<file path="config.mk">
export PLATFORM = sky130hd
export DESIGN_NAME = ov7670_frame_ctrl
export DESIGN_NICKNAME = d
export VERILOG_FILES = /design/src/rtl/ov7670_cap_pkg.sv /design/src/rtl/ov7670_sync_edge.sv /design/src/rtl/ov7670_frame_ctrl.sv
export SDC_FILE = /design/constraint.sdc
export NUM_CORES = 1
export LEC_CHECK = 0
export BUFFER_PORTS_ARGS = -buffer_cell sky130_fd_sc_hd__buf_2
export CAP_MARGIN = 20
export CORE_MARGIN = 2
export CORE_UTILIZATION = 35
export CTS_CLUSTER_SIZE = 14
export DETAILED_ROUTE_END_ITERATION = 12
export GPL_TIMING_DRIVEN = 0
export PLACE_DENSITY = 0.65
export SLEW_MARGIN = 30
export SYNTH_ARGS = -nofsm -noshare
export SYNTH_HDL_FRONTEND = slang
export SYNTH_SLANG_ARGS = --single-unit
export TNS_END_PERCENT = 30
</file>
<file path="constraint.sdc">
create_clock -name pclk -period 1.9 [get_ports pclk]
set_input_delay 0.095 -clock pclk [delete_from_list [all_inputs] [get_ports pclk]]
set_output_delay 0.095 -clock pclk [all_outputs]
set_load 0.1 [all_outputs]
</file>
<file path="src/rtl/ov7670_cap_pkg.sv">
// Shared types and QQVGA geometry for the OV7670 capture path.
package ov7670_cap_pkg;

    typedef enum logic [1:0] {
        ST_IDLE    = 2'd0,
        ST_ARM     = 2'd1,
        ST_CAPTURE = 2'd2,
        ST_CLOSE   = 2'd3
    } cap_state_t;

    localparam int IMG_W        = 160;
    localparam int IMG_H        = 120;
    localparam int QQVGA_PIXELS = IMG_W * IMG_H;

endpackage

</file>
<file path="src/rtl/ov7670_sync_edge.sv">
// One-register edge detector: registers a level and flags its rising/falling transitions.
module ov7670_sync_edge (
    input  logic clk_i,
    input  logic rst_i,
    input  logic sig_i,
    output logic rise_o,
    output logic fall_o
);

    logic sig_q;

    always_ff @(posedge clk_i or posedge rst_i) begin
        if (rst_i) begin
            sig_q <= 1'b0;
        end else begin
            sig_q <= sig_i;
        end
    end

    assign rise_o = ~sig_q & sig_i;
    assign fall_o = sig_q & ~sig_i;

endmodule

</file>
<file path="src/rtl/ov7670_frame_ctrl.sv">
// Frame capture sequencer: gates decimator writes to whole frames, checks pixel count,
// and ping-pongs the two frame-buffer banks between writer and display reader.
module ov7670_frame_ctrl
    import ov7670_cap_pkg::*;
#(
    parameter int FRAME_PIXELS = QQVGA_PIXELS,
    parameter int ADDR_WIDTH   = 15,
    parameter int CNT_W        = 15,
    parameter int DROP_W       = 8
) (
    input  logic                  pclk,
    input  logic                  rst,
    input  logic                  vsync,
    input  logic                  we_in,
    input  logic [ADDR_WIDTH-1:0] addr_in,
    input  logic [11:0]           din,
    input  logic                  start,
    input  logic                  stop,
    input  logic                  continuous,
    input  logic                  rd_frame_start,
    output logic [ADDR_WIDTH:0]   wr_addr,
    output logic [11:0]           wr_data,
    output logic                  wr_en,
    output logic                  rd_bank,
    output logic                  frame_done,
    output logic                  frame_err,
    output logic                  busy,
    output logic [DROP_W-1:0]     drop_cnt,
    output logic [1:0]            state_dbg
);

    localparam logic [CNT_W-1:0]  PIX_FULL = CNT_W'(FRAME_PIXELS);
    localparam logic [CNT_W-1:0]  PIX_MAX  = '1;
    localparam logic [DROP_W-1:0] DROP_MAX = '1;

    cap_state_t          state_q, state_d;
    logic                rd_bank_q, rd_bank_d;
    logic                wr_bank_q, wr_bank_d;
    logic                pending_q, pending_d;
    logic                stop_pend_q, stop_pend_d;
    logic [CNT_W-1:0]    pix_cnt_q, pix_cnt_d;
    logic [DROP_W-1:0]   drop_cnt_q, drop_cnt_d;
    logic                wr_en_q, wr_en_d;
    logic [ADDR_WIDTH:0] wr_addr_q;
    logic [11:0]         wr_data_q;
    logic                vsync_rise, vsync_fall;
    logic                swap;

    ov7670_sync_edge u_vsync_edge (
        .clk_i  (pclk),
        .rst_i  (rst),
        .sig_i  (vsync),
        .rise_o (vsync_rise),
        .fall_o (vsync_fall)
    );

    always_comb begin
        state_d     = state_q;
        rd_bank_d   = rd_bank_q;
        wr_bank_d   = wr_bank_q;
        pending_d   = pending_q;
        stop_pend_d = stop_pend_q;
        pix_cnt_d   = pix_cnt_q;
        drop_cnt_d  = drop_cnt_q;
        swap        = rd_frame_start & pending_q & (state_q != ST_CAPTURE);
        wr_en_d     = we_in & (state_q == ST_CAPTURE) & (pix_cnt_q < PIX_FULL);

        if (swap) begin
            rd_bank_d = ~rd_bank_q;
            pending_d = 1'b0;
        end

        case (state_q)
            ST_IDLE: begin
                if (start && !stop) state_d = ST_ARM;
            end
            ST_ARM: begin
                if (stop) begin
                    state_d = ST_IDLE;
                end else if (vsync_fall) begin
                    state_d   = ST_CAPTURE;
                    pix_cnt_d = '0;
                    // Write bank follows the reader's bank after any swap in this same cycle.
                    wr_bank_d = ~rd_bank_d;
                    if (pending_q && !swap) begin
                        pending_d = 1'b0;
                        if (drop_cnt_q != DROP_MAX) drop_cnt_d = drop_cnt_q + 1'b1;
                    end
                end
            end
            ST_CAPTURE: begin
                if (we_in && (pix_cnt_q != PIX_MAX)) pix_cnt_d = pix_cnt_q + 1'b1;
                if (stop) stop_pend_d = 1'b1;
                if (vsync_rise) state_d = ST_CLOSE;
            end
            ST_CLOSE: begin
                if (pix_cnt_q == PIX_FULL) pending_d = 1'b1;
                state_d     = (continuous && !stop_pend_q) ? ST_ARM : ST_IDLE;
                stop_pend_d = 1'b0;
            end
            default: state_d = ST_IDLE;
        endcase
    end

    always_ff @(posedge pclk or posedge rst) begin
        if (rst) begin
            state_q     <= ST_IDLE;
            rd_bank_q   <= 1'b0;
            wr_bank_q   <= 1'b1;
            pending_q   <= 1'b0;
            stop_pend_q <= 1'b0;
            pix_cnt_q   <= '0;
            drop_cnt_q  <= '0;
            wr_en_q     <= 1'b0;
            wr_addr_q   <= {1'b1, {ADDR_WIDTH{1'b0}}};
            wr_data_q   <= '0;
        end else begin
            state_q     <= state_d;
            rd_bank_q   <= rd_bank_d;
            wr_bank_q   <= wr_bank_d;
            pending_q   <= pending_d;
            stop_pend_q <= stop_pend_d;
            pix_cnt_q   <= pix_cnt_d;
            drop_cnt_q  <= drop_cnt_d;
            wr_en_q     <= wr_en_d;
            wr_addr_q   <= {wr_bank_q, addr_in};
            wr_data_q   <= din;
        end
    end

    assign wr_addr    = wr_addr_q;
    assign wr_data    = wr_data_q;
    assign wr_en      = wr_en_q;
    assign rd_bank    = rd_bank_q;
    assign frame_done = (state_q == ST_CLOSE) && (pix_cnt_q == PIX_FULL);
    assign frame_err  = (state_q == ST_CLOSE) && (pix_cnt_q != PIX_FULL);
    assign busy       = (state_q != ST_IDLE);
    assign drop_cnt   = drop_cnt_q;
    assign state_dbg  = state_q;

endmodule

</file>
After elaboration in Yosys (flattened, before gate mapping)
Cells that the tools add are included.
{"block": "word_totals", "latch_bits": 0, "memories": 0, "rom_bits": 0, "reg_bits": 59, "inputBits": 35, "elab_cells": 77, "ram_bits": 0, "out_inout_bits": 43}
{"block": "op_classes", "shifts": 0, "mux": 19, "n_addsub": 2, "div_mod_pow": 0, "mul": 0, "n_eq_ne": 15, "order_cmp": 1, "reduce_logical": 18, "bitwise": 11}
{"op": "15-bit two-way mux", "n": 3}
{"op": "15-bit != test (second input constant)", "n": 2}
{"op": "15-bit one-hot mux with 2 select lines", "n": 1}
{"op": "15-bit by 1-bit adder with 15-bit output (second input constant)", "n": 1}
{"op": "15-bit == test (second input constant)", "n": 1}
{"op": "15-bit < comparator (second input constant)", "n": 1}
{"op": "8-bit by 1-bit adder with 8-bit output (second input constant)", "n": 1}
{"op": "1-bit two-way mux", "n": 8}
{"op": "2-bit two-way mux", "n": 4}
{"op": "2-bit != test (second input constant)", "n": 4}
{"op": "8-bit != test (second input constant)", "n": 1}
{"op": "2-bit one-hot mux with 4 select lines", "n": 1}
{"op": "1-bit AND", "n": 6}
{"op": "1-bit logical AND", "n": 6}
{"op": "2-bit by 1-bit != test with 1-bit output (second input constant)", "n": 3}
{"op": "3-bit AND reduction", "n": 2}
{"op": "2-bit nonzero test", "n": 3}
{"op": "1-bit inverter", "n": 5}
{"op": "5-bit AND reduction", "n": 1}
{"op": "2-bit == test (second input constant)", "n": 2}
{"op": "1-bit one-hot mux with 2 select lines", "n": 2}
{"op": "4-bit AND reduction", "n": 1}
{"op": "1-bit logical NOT", "n": 3}
{"op": "3-bit by 2-bit != test with 1-bit output (second input constant)", "n": 1}
{"op": "other kinds (3)", "n": 3}

Longest topological paths before layout
{"block": "depth", "depth_word": 8, "ltp_mapped": 7, "mapped_depth_nobuf": 6}

Cells and area by module
A second synthesis with hierarchy kept.
{"block": "hier_totals", "cells_unflattened": 213, "area_unflattened_um2": 2437.3}
{"module": "ov7670_frame_ctrl", "n_inst": 1, "cells_each": 209, "area_each_um2": 2393.5, "seq_area_each_um2": 1453.9}
{"module": "ov7670_sync_edge", "n_inst": 1, "cells_each": 4, "area_each_um2": 43.8, "seq_area_each_um2": 25.0}

Worst setup path after synthesis
Ideal clock, no wire load.
{"block": "synth_timing", "path_kind": "register -> output", "from": "register state_q[0] (netlist: state_dbg[0])", "to": "output frame_done", "path_buffers": 1, "required_ns": 1.805, "t_arrival_ns": 2.733, "path_stages_with_launch": 4, "slack_ns": -0.928, "cell_sequence": "dfrtp_1 -> clkbuf_1 -> nand2_1 -> nor2b_1"}
{"block": "synth_via", "elab_chain_cells": 2}
{"item": "start, declared", "line_no": "ov7670_frame_ctrl.sv:36", "source": "cap_state_t state_q, state_d;"}
{"item": "start signal, assigned", "line_no": "ov7670_frame_ctrl.sv:118", "source": "state_q <= state_d;"}
{"item": "2-bit == test", "line_no": "ov7670_frame_ctrl.sv:135", "source": "assign frame_done = (state_q == ST_CLOSE) && (pix_cnt_q == PIX_FULL);"}
{"item": "1-bit logical AND", "line_no": "ov7670_frame_ctrl.sv:135"}
{"item": "end, declared", "line_no": "ov7670_frame_ctrl.sv:25", "source": "output logic frame_done,"}
No other way between the ends.

Worst setup path after layout
{"block": "layout_timing", "from": "register pix_cnt_q[0]", "to": "output frame_done"}
{"block": "layout_via", "elab_chain_cells": 2}
{"item": "start, declared", "line_no": "ov7670_frame_ctrl.sv:41", "source": "logic [CNT_W-1:0] pix_cnt_q, pix_cnt_d;"}
{"item": "start signal, assigned", "line_no": "ov7670_frame_ctrl.sv:123", "source": "pix_cnt_q <= pix_cnt_d;"}
{"item": "15-bit == test", "line_no": "ov7670_frame_ctrl.sv:135"}
{"item": "1-bit logical AND", "line_no": "ov7670_frame_ctrl.sv:135"}
No other way between the ends.

==> flow_summary.ini <==
[pwr]
power_frac_clock = 0.300
powerDensity_mw_per_mm2 = 1100
p_seq_frac = 0.408
vdd_drop_max_mv = 0.679
p_int_mw = 2.48
p_leak_nw = 1.64
p_sw_mw = 1.48
power_frac_comb = 0.292
swShare = 0.374

[timing]
setup-tns-final_ns = 0
worstMarginPinSlew_ns = 0.599
period_needed_ns = 1.89
layout_setup_ws_ns = 0.0108
finalSetupViolCount = 0
drv_slew = 0
final.setup_skew_ns = 0.00847
rsz0062_at_grt = true
relSlewSlack = 0.597
min_period_over_period = 0.994
whs_ns = 0.00852
fmax_mhz = 529
finalHoldViolCount = 0

[clocking]
htree_levels = 3
cts_made_buffers = 9
clkTransAtPathRegs_ns = 0.07
clock_latency_ns = 0.33
cts.sinks = 59
cts-root-buf = clkbuf_8
tritoncts = built
cts_buffer_depth = 2

[global_routing]
met1_usage = 0.206
overflow = 0
grt.busiest_layer = met2
antenna_found_initial = 0
grt_pass1_vias = 2072
grt_max_degree = 52
grtUsageMet2 = 0.274
grtUsageTotal = 0.168
grt_first_pass_wirelength_um = 9660
use_met3 = 0.0474

[worst_setup_path]
cp_slowest_stage_delay_ns = 0.44
critPathKind = reg2out
start_kind = flip-flop
crit_arrival_ns = 1.79
critPathMaxFanout = 4
rrSetupSlack_ns = 0.07
cp_cell_sequence = inv_2 > ha_4 > nor4b_4 > and4_4 > nor2b_4 > buf_12
critPathCaptureType = output port
worst_ep_required_time_ns = 1.80
crit_slowest_cell = dfrtp_2
rr_endpoint = pix_cnt_q[13]$_DFFE_PP0P_
ff2ff_path_depth = 4
r2r_start = pix_cnt_q[3]$_DFFE_PP0P_

[yosys]
synth_top_flop_cell = dfrtp_1
synth.avg_cell_area_um2 = 11.7
synth_cells = 208
ys.warnings.count = 0
syn_nets = 246
netlist.area_leader.share = 0.589
ys_seq_area_frac = 0.610
yosysUniqueCellTypes = 46
async_flop_share = 1.00
synth_area_leader_cell = dfrtp_1
synth_seq_cells = 59
synth-edff-count = 0
synth_area_mm2 = 0.00242
ys_top_cells_by_area = dfrtp_1 (59%), a31oi_1 (3.9%), dfstp_2 (2.2%), nand3_1 (2.1%), nand4_1 (2.1%)

[floorplan]
row_count = 30
core_mm2 = 0.00676
die-area_mm2 = 0.00761
die_w_um = 87.2
pin_count = 78
die_y_um = 87.2
initial_core_util = 0.359

[placed_design]
port_buffers = 77
gp_congestion = 0.820
dp_hpwl_um = 3890
dp.cells = 366
dp_slack_ns = -0.152

[min_path]
hold_path_end = state_dbg[0]$_DFFE_PP0P_
hp-start = start
worst_hold_path.num_cells = 3
hp-class = in2reg

[drt]
drc = 0
avgRoutedWirePerCell_um = 14.6
finalWirelength_um = 6040
drt_iter0_markers = 78
detail-route-antenna-nets = 0
vias_per_cell = 5.15
vias = 2126
drtPass1Iterations = 4

[layout]
instances_no_fill = 413
layout.nets = 366
drive_above_1_share = 0.423
final_util = 0.534
diodes = 0
syn_to_final_growth_pct = 48.8

[run_status]
status = finished clean

[flow_run]
drv_cap = 0
[cells by family (layout without fill, tap and decap cells)]
| logic type | Yosys count | count (layout) | synth area share |
|---|---|---|---|
| xor+xnor | 5 | 5 | 0.0181 |
| mux | 4 | 4 | 0.0181 |
| compound gates | 47 | 47 | 0.124 |
| flops | 59 | 59 | 0.610 |
| buf+inv | 20 | 145 | 0.0356 |
| simple gates | 70 | 70 | 0.178 |
| fa+ha+maj | 3 | 3 | 0.0155 |
[routing by layer]
metal / wire length, um / up-vias
met5: 0 / -
met4: 107 / 0
met3: 441 / 11
met2: 2900 / 88
met1: 2590 / 1026
li1: - / 1001
[synth_stat cells (all sizes together), types with 4 or more instances]
library cell	number
dfrtp	57
a31oi	15
nand2	13
inv	12
nand3	10
o21ai	10
nand4	9
a21oi	8
nor2	8
nand2b	5
xnor2	5
and3	4
buf	4
clkbuf	4
[through the flow]
step,power [mW],cell area (um^2)
final,3.96,3610
after global routing,4.15,3610
after CTS,3.90,3530
after detailed placement,2.63,2980
after global placement,2.61,2950
after floorplan,2.40,2460
[power groups by stage]
stage | sequential, mW | combinational [mW] | clock, mW
after floorplan | 2.03 | 0.374 | 0
after global placement | 1.59 | 1.01 | 0
after detailed placement | 1.59 | 1.04 | 0
after CTS | 1.58 | 1.10 | 1.22
after global routing | 1.64 | 1.23 | 1.28
final | 1.61 | 1.16 | 1.18
[flip-flops by register name (all words and copies together) (netlist names), named ones only]
| name | cells |
|---|---|
| drop_cnt | 8 |
| pix_cnt_q | 15 |
| stop_pend_q | 1 |
| state_dbg | 1 |
| wr_addr | 16 |
| pending_q | 1 |
| wr_en | 1 |
| wr_data | 12 |
| u_vsync_edge.sig_q | 1 |
| wr_bank_q | 1 |
| rd_bank | 1 |
[final cells by class]
type / count / area, um^2
multi-input cells: 129 / 955
clock inverters: 4 / 47.5
well taps: 80 / 100
plain buffers: 7 / 50.0
inverters: 12 / 47.5
clock buffers: 12 / 165
fillers: 588 / 3150
repair buffers: 110 / 743
flip-flops and latches: 59 / 1500
[cell usage in the layout, fill, tap and decap left out, types with 3 or more instances in the layout]
master	Yosys	layout
nand4_1	8	8
and3_1	4	4
buf_2	3	77
mux2_2	3	3
inv_1	12	9
o21ai_0	7	7
buf_4	0	5
xnor2_1	5	5
nor3_1	3	3
nand2b_1	5	5
o211ai_1	3	3
dlygate4sd3_1	0	29
dfrtp_2	0	15
clkbuf_8	0	12
nand2_1	13	13
a21oi_1	8	8
nor2_1	8	7
a31oi_1	15	15
nand3_1	10	9
dfrtp_1	57	42
[timing repair]
item,in CTS,in global routing
pin swaps,1,3
gates resized for setup,13,17
setup endpoints to repair,17,15
buffers inserted,0,3
hold buffers,29,0
hold endpoints to repair,85,0
[worst max path at each step]
| stage | slack, ns | to | start | depth (start not counted) |
|---|---|---|---|---|
| 6_report | 0.01 | frame_done | pix_cnt_q[0]$_DFFE_PP0P_ | 6 |
| 4_1_cts | -0.01 | frame_done | pix_cnt_q[0]$_DFFE_PP0P_ | 6 |
| 5_1_grt | -0.08 | frame_done | pix_cnt_q[0]$_DFFE_PP0P_ | 6 |
| 3_3_place_gp | -0.54 | state_dbg[0]$_DFFE_PP0P_ | rst | 2 |
| 2_1_floorplan | 0.007 | drop_cnt[1]$_DFFE_PP0P_ | drop_cnt[4]$_DFFE_PP0P_ | 4 |
| 3_5_place_dp | -0.15 | pix_cnt_q[8]$_DFFE_PP0P_ | pix_cnt_q[1]$_DFFE_PP0P_ | 6 |
[worst max-delay path: cells and delay by family (launching register included)]
kind	cells	cell delay (ns)
buffers and inverters	2	0.28
adder cells (fa/ha/maj)	1	0.12
AND/OR/NAND/NOR	3	0.62
flip-flops	1	0.44
(Power assumes the default switching activity.)
